===== src/rtl/horas.sv =====
// Hours stage of the digital clock: counts minute carries into hour-of-day
// 0..23, supports manual set with UP/DOWN, drives two active-low 7-segment
// digits (24h or 12h with PM lamp) and emits a one-cycle day carry.
module horas #(
    parameter logic [4:0] RESET_HOUR = 5'd0,
    parameter bit         BLANK_ZERO = 1'b1
) (
    input  logic clock,
    input  logic reset_n,
    input  logic carry_in,
    input  logic UP,
    input  logic DOWN,
    input  logic SW16,
    input  logic SW17,
    input  logic SW14,
    output logic dayOUT,
    output logic pm,
    output logic a,
    output logic b,
    output logic c,
    output logic d,
    output logic e,
    output logic f,
    output logic g,
    output logic a1,
    output logic b1,
    output logic c1,
    output logic d1,
    output logic e1,
    output logic f1,
    output logic g1
);

    typedef enum logic {
        MODE_SET = 1'b0,
        MODE_RUN = 1'b1
    } mode_t;

    mode_t       mode_q, mode_d;
    logic [4:0]  hour;
    logic [4:0]  hour_d;     // display copy, one cycle behind hour
    logic        carry_q;
    logic        armed;
    logic        rise;

    logic [3:0]  tens, units;
    logic [4:0]  h12;
    logic [6:0]  tens_seg, units_seg;

    // Active-low abcdefg segment pattern for one decimal digit.
    function automatic logic [6:0] seg7(input logic [3:0] digit);
        case (digit)
            4'd0:    seg7 = 7'b0000001;
            4'd1:    seg7 = 7'b1001111;
            4'd2:    seg7 = 7'b0010010;
            4'd3:    seg7 = 7'b0000110;
            4'd4:    seg7 = 7'b1001100;
            4'd5:    seg7 = 7'b0100100;
            4'd6:    seg7 = 7'b0100000;
            4'd7:    seg7 = 7'b0001111;
            4'd8:    seg7 = 7'b0000000;
            4'd9:    seg7 = 7'b0000100;
            default: seg7 = 7'b1111111;
        endcase
    endfunction

    assign rise = carry_in & ~carry_q;

    // Mode register: SW17 enables a change, SW16 picks RUN or SET.
    always_ff @(posedge clock or negedge reset_n) begin
        // NOTE: registers take non-blocking assignments so every flop samples pre-edge values.
        if (!reset_n) mode_q <= MODE_RUN;
        else          mode_q <= mode_d;
    end

    // Next mode selection.
    always_comb begin
        // NOTE: default first so no path leaves mode_d unassigned (no latch).
        mode_d = mode_q;
        if (SW17) mode_d = SW16 ? MODE_RUN : MODE_SET;
    end

    // Hour counter, carry edge detect, set-mode arming and day carry.
    always_ff @(posedge clock or negedge reset_n) begin
        if (!reset_n) begin
            hour    <= RESET_HOUR;
            hour_d  <= RESET_HOUR;
            carry_q <= 1'b0;
            armed   <= 1'b0;
            dayOUT  <= 1'b0;
        end else begin
            carry_q <= carry_in;
            hour_d  <= hour;
            dayOUT  <= 1'b0;
            if (mode_q == MODE_RUN) begin
                // Cleared here so a button held on entry to SET cannot step.
                armed <= 1'b0;
                if (rise) begin
                    if (hour >= 5'd23) begin
                        hour   <= 5'd0;
                        dayOUT <= (hour == 5'd23);
                    end else begin
                        hour <= hour + 5'd1;
                    end
                end
            end else begin
                // Re-arm only after a cycle with both buttons released.
                armed <= ~(UP | DOWN);
                if (armed && UP) begin
                    hour <= (hour >= 5'd23) ? 5'd0 : hour + 5'd1;
                end else if (armed && DOWN) begin
                    if (hour == 5'd0)       hour <= 5'd23;
                    else if (hour > 5'd23)  hour <= 5'd0;
                    else                    hour <= hour - 5'd1;
                end
            end
        end
    end

    // Digit split and segment decode from the registered display hour.
    always_comb begin
        tens = 4'd0;
        units = 4'd0;
        h12 = 5'd0;
        pm = 1'b0;
        if (SW14) begin
            h12 = (hour_d >= 5'd12) ? hour_d - 5'd12 : hour_d;
            if (h12 == 5'd0) h12 = 5'd12;
            pm = (hour_d >= 5'd12);
            if (h12 >= 5'd10) begin
                tens  = 4'd1;
                units = 4'(h12 - 5'd10);
            end else begin
                units = 4'(h12);
            end
        end else begin
            if (hour_d >= 5'd20) begin
                tens  = 4'd2;
                units = 4'(hour_d - 5'd20);
            end else if (hour_d >= 5'd10) begin
                tens  = 4'd1;
                units = 4'(hour_d - 5'd10);
            end else begin
                units = 4'(hour_d);
            end
        end
        units_seg = seg7(units);
        tens_seg  = seg7(tens);
        if (SW14 && BLANK_ZERO && tens == 4'd0) tens_seg = 7'b1111111;
    end

    assign {a, b, c, d, e, f, g}         = units_seg;
    assign {a1, b1, c1, d1, e1, f1, g1}  = tens_seg;

endmodule

===== config.mk =====
export PLATFORM = sky130hd
export DESIGN_NAME = horas
export DESIGN_NICKNAME = d
export VERILOG_FILES = /design/src/rtl/horas.sv
export SDC_FILE = /design/constraint.sdc
export NUM_CORES = 1
export LEC_CHECK = 0
export CORE_MARGIN = 4
export CORE_UTILIZATION = 60
export DETAILED_ROUTE_END_ITERATION = 10
export DONT_BUFFER_PORTS = 1
export GPL_TIMING_DRIVEN = 0
export PLACE_DENSITY = 0.76
export SLEW_MARGIN = 30
export SYNTH_ARGS = -nofsm -noshare
export SYNTH_HDL_FRONTEND = slang
export SYNTH_SLANG_ARGS = --single-unit

===== constraint.sdc =====
create_clock -name clock -period 7.8 [get_ports clock]
set_clock_uncertainty 0.05 [all_clocks]
set_input_delay 2.34 -clock clock [delete_from_list [all_inputs] [get_ports clock]]
set_output_delay 2.34 -clock clock [all_outputs]
set_load 0.05 [all_outputs]

**After elaboration in Yosys (flattened, before gate mapping)**

Memories as Yosys holds them, arrays and structs flattened.
Index checks and enable logic that the tools add are counted.

- Bits of input ports: 8
- Memories: 2
- Output and inout bits: 16
- Bits in read-only memories: 224
- Register bits after elaboration: 14
- Logic and storage cells: 59

- Equal/unequal tests: 2
- Muxes and demuxes: 25
- Reduce and logical (&&, ||, !) cells: 8
- $lt $le $gt $ge: 6
- Add/subtract/negate cells: 6
- Bitwise logic cells: 4

Memories:

| memory | depth | bits a word | rd ports | clocked after Yosys merged registers in | write ports | line | source |
|---|---|---|---|---|---|---|---|
| (no name shown) | 16 | 7 | 1 | 0 | 0 | 52 | `case (digit)` |
| (no name shown) | 16 | 7 | 1 | 0 | 0 | 52 |  |

Operators by type and width:

| kind | number |
|---|---|
| $mux W5 | 10 |
| $mux W4 | 5 |
| $ge A5 B4 Y1 const B | 3 |
| $ge A5 B5 Y1 const B | 2 |
| $logic_not A5 Y1 | 2 |
| $mux W1 | 8 |
| $sub A4 B4 Y4 const B | 2 |
| $mux W7 | 1 |
| $add A5 B1 Y5 const B | 1 |
| $eq A5 B5 Y1 const B | 1 |
| $gt A5 B5 Y1 const B | 1 |
| $sub A5 B1 Y5 const B | 1 |
| $sub A5 B4 Y5 const B | 1 |
| $logic_not A4 Y1 | 1 |
| $sub A4 B3 Y4 const B | 1 |
| $logic_and A1 B1 Y1 | 3 |
| $reduce_bool A3 Y1 | 1 |
| $mux W2 | 1 |
| $ne A2 B1 Y1 const B | 1 |
| $not A1 Y1 | 2 |
| $reduce_and A2 Y1 | 1 |
| $and A1 B1 Y1 | 1 |
| $or A1 B1 Y1 | 1 |

**Logic depth before layout (Yosys ltp)**

- Depth in word-level cells: 11
- Mapped depth: 13
- Gate-level depth less buffers: 12

**Worst setup path after synthesis**

OpenSTA, ideal clock, no wires.

- Path kind: input to output
- Start point: input port SW14
- End point: output port b
- Required time: 5410 ps
- Path buffers: 0
- Data arrival time: 5423 ps
- Slack: -13 ps
- Stages on the path: 7
- Path through: clkinv_1 -> o311ai_1 -> a21boi_2 -> o31ai_2 -> xnor2_4 -> ha_1 -> a22oi_1

- Word-level cells in the longest chain between the ends: 2

Ends and longest elaborated chain:

| item | line | source |
|---|---|---|
| from (decl) | 15 | `input logic SW14,` |
| $mux W4 | 126 | `if (SW14) begin` |
| $mem_v2 Z16 W7 | n/a |  |
| to (decl) | 19 | `output logic b,` |

No other way between the ends.

**Final worst setup path**

- Start point: input port SW14
- End point: output port g

- Word-level cells in the longest chain between the ends: 2

Ends and longest elaborated chain:

| item | line | source |
|---|---|---|
| $mux W4 | 126 |  |
| $mem_v2 Z16 W7 | n/a |  |
| to (decl) | 24 | `output logic g,` |

No other way between the ends.

==> flow_metrics.env <==
export IMPL_grtUsageMet1_pct=21.4
export IMPL_grt_max_degree=15
export IMPL_netlist_instances=170
export IMPL_busiest_layer="met2"
export IMPL_crit_path_end_kind="output pin"
export IMPL_dp_hpwl_um=2430
export IMPL_final_period_utilization_pct=96.4
export IMPL_h_tree_depth=1
export IMPL_yosysUniqueCellTypes=62
export IMPL_min_path_type="reg -> reg"
export IMPL_cts_root_buf="clkbuf_4"
export IMPL_vias_per_cell=6.69
export IMPL_fin_area_um2=1590
export IMPL_initial_utilization_pct=64.3
export IMPL_ant_nets=0
export IMPL_rsz0062_at_grt="no"
export IMPL_ys_seq_elements=14
export IMPL_finalSetupViolCount=0
export IMPL_n_antenna_cell=0
export IMPL_grt_first_pass_wirelength_um=5130
export IMPL_antenna_found_initial=0
export IMPL_clk_latency_ps=280
export IMPL_dieArea_um2=3260
export IMPL_drt_pass1_iter_count=4
export IMPL_die_w_um=57.1
export IMPL_std_cell_rows=17
export IMPL_crit_arrival_ps=5130
export IMPL_cts_sinks=14
export IMPL_numCtsBuffers=3
export IMPL_syn_nets=188
export IMPL_layout_common_cells="13 x nor2_1, 13 x dfrtp_1, 12 x inv_1"
export IMPL_post_cts_resized=0
export IMPL_synthMuxAreaShare_pct=1.47
export IMPL_worst_pin_slew_ps=952
export IMPL_yosys_warnings=0
export IMPL_setup_ws_ps=284
export IMPL_placed_area_um2=1520
export IMPL_grt_use_met3_pct=3.62
export IMPL_synth_edf_count=0
export IMPL_critPathKind="in -> out"
export IMPL_post_route_min_period_ps=7520
export IMPL_syn_area_um2=1450
export IMPL_drv_slew=0
export IMPL_finalNetCount=194
export IMPL_max_cap_violations=0
export IMPL_post_route_util_pct=70.4
export IMPL_finalHoldViolations=0
export IMPL_slew_headroom_pct=36.2
export IMPL_syn_to_final_growth_pct=9.50
export IMPL_drt_iter0_markers=62
export IMPL_synth_compound_area_share_pct=32.7
export IMPL_synth_top_family_by_area="compound AO/OA/AOI/OAI gates"
export IMPL_cp_max_fo=9
export IMPL_postCtsHoldBufs=0
export IMPL_synthAdderAreaFrac_pct=8.64
export IMPL_synthArstFlopShare_pct=100
export IMPL_die_height_um=57.1
export IMPL_met2_usage_pct=34.3
export IMPL_grt_pass1_vias=1238
export IMPL_filler_cell_count=182
export IMPL_synthXorXnorAreaFrac_pct=2.50
export IMPL_io_pin_count=24
export IMPL_overflow=0
export IMPL_avgSynthCellArea_um2=8.52
export IMPL_cp_required_ps=5410
export IMPL_postCtsSetupRepairBufs=0
export IMPL_layout_drive_gt1_share_pct=20.6
export IMPL_drc_errors=0
export IMPL_via_count=1358
export IMPL_io_buffer_count=0
export IMPL_track_usage_pct=19.5
export IMPL_clk_pin_slew_ps=80
export IMPL_synth_main_ff_cell="dfrtp_1"
export IMPL_cts_tree="done"
export IMPL_ys_seq_area_share_pct=24.3
export IMPL_wirelength_um=3270
export IMPL_core_area_um2=2250
export IMPL_wl_per_cell_um=16.1
export IMPL_clockBufferDepth=2
export IMPL_fmax_ghz=0.133
export IMPL_globalplace_congestion=0.839
export IMPL_synth_simple_area_share_pct=22.5
export IMPL_status="finished clean"
export IMPL_start_kind="input port"
export IMPL_pre_cts_ws_ps=54.0
==> cell type report <==
type / count / area [um^2] / share of cell area, %
flip-flops and latches: 14 / 352 / 22.2
well taps: 28 / 35.0 / 2.21
multi-input cells: 131 / 1040 / 65.7
clock buffers: 4 / 36.3 / 2.29
repair buffers: 1 / 7.51 / 0.473
plain buffers: 11 / 61.3 / 3.86
inverters: 14 / 52.6 / 3.31
==> worst max-delay path: stages <==
cell and delay (ps):
clkinv_1 320, o311ai_4 370, a21boi_2 690, o31ai_2 250, xnor2_4 300, ha_1 190
inv_1 70, a32oi_2 590
==> flip-flops by register name, indices dropped and copies added, names as in the netlist <==
name	count
hour	5
carry_q	1
hour_d	5
dayOUT	1
armed	1
mode_q	1
==> cells in the mapped netlist (3+ instances only) <==
master	n	area, um^2
nand3_1	4	20.0
o21ai_0	10	50.1
o31ai_1	4	30.0
a31oi_1	4	25.0
nor2_1	13	48.8
ha_1	10	125
nand2_1	10	37.5
buf_4	3	22.5
a31o_2	3	26.3
nand2b_1	8	50.1
dfrtp_1	13	325
nand3b_1	3	22.5
nor3_1	4	20.0
a21oi_1	4	20.0
clkbuf_1	5	18.8
inv_1	12	45.0
a32oi_1	4	35.0
==> cells by family (layout without fill, tap and decap cells) <==
group / count (synthesis) / after routing
AOI/OAI and AO/OA: 59 / 59
and+or+nand+nor: 58 / 58
buffers and inverters: 25 / 30
DFF: 14 / 14
adders and majority gates: 10 / 10
xor gates and xnor gates: 2 / 2
muxes: 2 / 2
==> through the flow <==
step / hold WS (ps) / setup TNS, ps / std cells
floorplan: 302 / 0 / 170
finish: 330 / 0 / 203
detailed placement: 318 / 0 / 199
global route: 351 / 0 / 203
CTS: 336 / 0 / 203
global placement: 310 / -414 / 198
==> layer usage <==
metal  up-vias  part of all wire (%)
met3        17                   5.9
met5         -                     0
met2        63                    51
met4         0                   4.0
li1        648                     -
met1       630                    39
==> final timing paths <==
kind                       slack (ps)  depth (start not counted)           startpoint             endpoint
min reg2reg                       330                          0  hour[2]$_DFFE_PN0P_  hour_d[2]$_DFF_PN0_
max in group asynchronous        5840                          0              reset_n   mode_q$_DFFE_PN1P_
max                               280                          8                 SW14                    g
max reg2reg                      5910                          8  hour[2]$_DFFE_PN0P_  hour[1]$_DFFE_PN0P_
min                               330                          0  hour[2]$_DFFE_PN0P_  hour_d[2]$_DFF_PN0_
min in group asynchronous        1700                          0              reset_n  hour_d[2]$_DFF_PN0_
Power is not shown: default switching activity piles up to over one toggle a cycle in this logic, so the estimate is an artifact.
